===== src/rtl/uart_tx_arbiter.sv =====
// Shares one UART transmitter between two byte sources; grant, Ack and tx_Start appear one cycle after a request in IDLE.
// The frame is timed by counting bit_Tick strobes; while busy, requesters wait by holding Valid and are not acked.
module uart_tx_arbiter #(
  parameter int FRAME_BITS    = 10,
  parameter int GAP_BITS      = 1,
  parameter int CNT_BITS      = 4,
  parameter int PRIORITY_MODE = 0
) (
  input  logic       clk,
  input  logic       reset,
  input  logic       bit_Tick,
  input  logic       req0_Valid,
  input  logic [7:0] req0_Data,
  output logic       req0_Ack,
  input  logic       req1_Valid,
  input  logic [7:0] req1_Data,
  output logic       req1_Ack,
  output logic       tx_Start,
  output logic [7:0] tx_Data,
  output logic       tx_Busy,
  output logic       grant_Id
);

  typedef enum logic [1:0] {IDLE, START, SEND, GAP} state_t;

  localparam logic [CNT_BITS-1:0] FRAME_LAST = CNT_BITS'(FRAME_BITS - 1);
  localparam logic [CNT_BITS-1:0] GAP_LAST   = CNT_BITS'((GAP_BITS > 0) ? GAP_BITS - 1 : 0);

  state_t              r_state;
  logic [CNT_BITS-1:0] r_cnt;
  logic                r_last_grant;
  logic                w_any_req;
  logic                w_winner;

  // Round-robin favours the source that did not win last time.
  always_comb begin
    w_any_req = req0_Valid | req1_Valid;
    if (req0_Valid && req1_Valid)
      w_winner = (PRIORITY_MODE != 0) ? 1'b0 : ~r_last_grant;
    else
      w_winner = req1_Valid;
  end

  always_ff @(posedge clk or posedge reset) begin
    if (reset) begin
      r_state      <= IDLE;
      r_cnt        <= '0;
      r_last_grant <= 1'b1;
      req0_Ack     <= 1'b0;
      req1_Ack     <= 1'b0;
      tx_Start     <= 1'b0;
      tx_Data      <= 8'h00;
      tx_Busy      <= 1'b0;
      grant_Id     <= 1'b0;
    end else begin
      req0_Ack <= 1'b0;
      req1_Ack <= 1'b0;
      case (r_state)
        IDLE: begin
          if (w_any_req) begin
            r_state      <= START;
            tx_Data      <= w_winner ? req1_Data : req0_Data;
            grant_Id     <= w_winner;
            r_last_grant <= w_winner;
            req0_Ack     <= ~w_winner;
            req1_Ack     <= w_winner;
            tx_Start     <= 1'b1;
            tx_Busy      <= 1'b1;
          end
        end
        START: begin
          if (bit_Tick) begin
            r_state  <= SEND;
            r_cnt    <= '0;
            tx_Start <= 1'b0;
          end
        end
        SEND: begin
          if (bit_Tick) begin
            if (r_cnt == FRAME_LAST) begin
              r_cnt <= '0;
              if (GAP_BITS > 0) begin
                r_state <= GAP;
              end else begin
                r_state <= IDLE;
                tx_Busy <= 1'b0;
              end
            end else begin
              r_cnt <= r_cnt + CNT_BITS'(1);
            end
          end
        end
        GAP: begin
          if (bit_Tick) begin
            if (r_cnt == GAP_LAST) begin
              r_cnt   <= '0;
              r_state <= IDLE;
              tx_Busy <= 1'b0;
            end else begin
              r_cnt <= r_cnt + CNT_BITS'(1);
            end
          end
        end
        default: r_state <= IDLE;
      endcase
    end
  end

endmodule


===== config.mk =====
export PLATFORM = sky130hd
export DESIGN_NAME = uart_tx_arbiter
export DESIGN_NICKNAME = d
export VERILOG_FILES = /design/src/rtl/uart_tx_arbiter.sv
export SDC_FILE = /design/constraint.sdc
export NUM_CORES = 1
export LEC_CHECK = 0
export ABC_AREA = 1
export CAP_MARGIN = 10
export CORE_UTILIZATION = 49
export DETAILED_ROUTE_END_ITERATION = 10
export GPL_ROUTABILITY_DRIVEN = 0
export PLACE_DENSITY = 0.83
export SLEW_MARGIN = 20
export SYNTH_ARGS = -nofsm -noshare
export SYNTH_HDL_FRONTEND = slang
export SYNTH_SLANG_ARGS = --single-unit

===== constraint.sdc =====
create_clock -name clk -period 3.9 [get_ports clk]
set_input_delay 0.39 -clock clk [delete_from_list [all_inputs] [get_ports clk]]
set_output_delay 0.39 -clock clk [all_outputs]
set_load 0.05 [all_outputs]

==> flow_summary.json <==
{
  "insertion_delay_ns": 0.30,
  "setup.worst_path.class": "flip-flop to output pin",
  "first_pass_iters": 4,
  "syn-num-nets": 155,
  "outcome": "complete, no violations",
  "post_cts_buffers": 0,
  "synthAdderAreaFrac_pct": 9.30,
  "ys_top_cells_by_area": "dfrtp_1 (44%), ha_1 (9.3%), nand2_1 (9.1%)",
  "cp.buffers_inverters": 1,
  "cts_tree": "built",
  "fp.dieArea_sq_um": 2390,
  "setup_tns_ns": 0,
  "synth_area_leader_cell": "dfrtp_1",
  "ant_nets": 0,
  "cts_max_level": 1,
  "synthXorXnorAreaFrac_pct": 1.63,
  "synth_top_family_by_area": "simple AND/OR/NAND/NOR gates",
  "areaGrowthSynthToFinish_pct": 35.2,
  "startpoint_type": "flip-flop",
  "wl_um": 2440,
  "cts.path.max_buffers": 2,
  "wl_per_cell_um": 12.9,
  "setup_violations": 0,
  "ys_warn_count": 0,
  "track_usage_pct": 22.6,
  "syn_avg_cell_area_sq_um": 8.54,
  "worst_ir_drop_vdd_mv": 0.496,
  "grt_max_degree": 21,
  "min_period_ns": 1.90,
  "port_buffers": 33,
  "viasPerCell": 5.09,
  "cpMaxStageDelayCell": "clkdlybuf4s50_1",
  "power_leakage_nw": 0.685,
  "crit_family": "buffers and inverters",
  "slew_headroom_pct": 48.8,
  "postSynthCellCount": 126,
  "rsz0062_at_grt": "false",
  "gr-total-overflow": 0,
  "cp.arrival_ns": 1.51,
  "clock_skew_ns": 0.00248,
  "vias": 962,
  "cpPeakStageDelay_ns": 0.81,
  "hold_violations": 0,
  "die_h_um": 48.9,
  "critical_path_required_ns": 3.51,
  "hold_class": "flip-flop to flip-flop",
  "drt_iter0_markers": 10,
  "ctsResizeCount": 0,
  "slew_violations": 0,
  "row_count": 16,
  "core_area_sq_um": 2020,
  "die_w_um": 48.9,
  "start_util_pct": 53.2,
  "tightest_slew_ns": 0.767,
  "utilization_pct": 72.0,
  "cp-end-kind": "output pin",
  "crit_chain": "clkdlybuf4s50_1",
  "drive_above_1_share_pct": 13.0,
  "hpwl_um": 1800,
  "synth_mux_area_share_pct": 0,
  "grt_pass1_vias": 981,
  "pwr_density_cell_nw_per_um2": 850,
  "num-fill-cells": 146,
  "synth_compound_area_share_pct": 12.8,
  "synth_top_area_share_pct": 44.2,
  "ys_types": 19,
  "ios": 34,
  "cp_max_fo": 2,
  "period_share_pct": 48.7,
  "antenna_found_initial": 0,
  "diodes": 0,
  "drc": 0,
  "cts_hold_buffers": 0,
  "max_freq_mhz": 527,
  "numCtsBuffers": 3,
  "synthSimpleGateAreaFrac_pct": 23.4,
  "hold-worst-slack_ns": 0.474,
  "netlist_area_sq_um": 1080,
  "synth_seq_area_share_pct": 46.6,
  "ys_seq_elements": 20,
  "grt_pass1_wl_um": 4090,
  "final_net_count": 192,
  "drv_cap": 0,
  "cts_root_buffer": "clkbuf_4",
  "path_clk_slew_ns": 0.12,
  "cts.sinks": 20
}
sequential cells by signal (all words and copies together) (netlist names):
| register | flops |
|---|---|
| r_state | 2 |
| r_last_grant | 1 |
| r_cnt | 4 |
| grant_Id | 1 |
| tx_Data | 8 |
| tx_Start | 1 |
| req1_Ack | 1 |
| tx_Busy | 1 |
| req0_Ack | 1 |
cells by family after synthesis:
logic type               Yosys count
AO/OA/AOI/OAI                     25
buffers and inverters             16
AND/OR/NAND/NOR                   55
XOR/XNOR                           2
adder cells (fa/ha/maj)            8
flip-flops                        20
Yosys cell counts:
| master | count |
|---|---|
| dfstp_2 | 1 |
| nand3_1 | 10 |
| or2_2 | 1 |
| nand2_1 | 26 |
| o211ai_1 | 1 |
| inv_1 | 9 |
| nor2_2 | 2 |
| o21ai_0 | 13 |
| o21bai_1 | 1 |
| nor2_1 | 10 |
| ha_1 | 8 |
| nor2_4 | 2 |
| o21ai_1 | 8 |
| o21ai_2 | 2 |
| buf_6 | 1 |
| inv_2 | 6 |
| nand2_2 | 4 |
| xor2_1 | 2 |
| dfrtp_1 | 19 |
power by group:
group / leakage, nW / internal, mW / total (mW) / switching, mW
Sequential: 0.248 / 0.302 / 0.358 / 0.0556
Combinational: 0.421 / 0.259 / 0.771 / 0.512
Clock: 0.0150 / 0.0399 / 0.107 / 0.0672
cell usage in the layout, fill, tap and decap left out:
| cell | n |
|---|---|
| or2_2 | 1 |
| nand2_2 | 4 |
| o21bai_1 | 1 |
| clkdlybuf4s50_1 | 33 |
| o21ai_1 | 8 |
| nor2_2 | 2 |
| dfstp_2 | 1 |
| inv_2 | 6 |
| nor2_4 | 2 |
| nand3_1 | 10 |
| clkbuf_4 | 3 |
| xor2_1 | 2 |
| nand2_1 | 26 |
| dfrtp_1 | 19 |
| nor2_1 | 10 |
| o21ai_0 | 13 |
| o211ai_1 | 1 |
| o21ai_2 | 2 |
| clkbuf_1 | 1 |
| ha_1 | 8 |
| inv_1 | 9 |
layout make-up:
cell class                 instances  area, sq um  share of cell area, %
sequential                        20          502                   34.5
tap                               27         33.8                   2.32
clock buffer                       4         26.3                   1.81
multi-input combinational         90          507                   34.8
inverter                          15         56.3                   3.87
timing repair buffer              33          330                   22.7
metrics by stage:
step	power (mW)	worst slack, ns	instance area (sq um)	cells
2_1_floorplan	0.901	2.59	1080	126
3_3_place_gp	1.10	2.30	1430	185
3_5_place_dp	1.13	2.22	1430	185
4_1_cts	1.24	2.00	1460	189
5_1_grt	1.32	1.97	1460	189
6_report	1.24	2.00	1460	189
per-layer routing:
layer	GRT usage, %	vias up	part of all wire [%]
met2	37.7	20	51
met1	27.7	464	45
met3	4.36	4	2.9
met4	11.3	0	1.1
li1	-	474	-
met5	0	-	0
path summary, 6_finish.rpt:
check | from | endpoint | slack [ns] | cells after the start
worst min register to register | r_last_grant | r_last_grant | 0.47 | 2
worst max register to register | r_state[0] | tx_Busy | 2.38 | 8
max in group asynchronous | reset | r_cnt[2] | 2.92 | 2
worst max-delay path | tx_Data[7] | tx_Data[7] | 2.00 | 1
min in group asynchronous | reset | tx_Data[3] | 0.50 | 2
worst min-delay path | r_last_grant | r_last_grant | 0.47 | 2
Note: power is estimated with default switching activity, not from simulation.
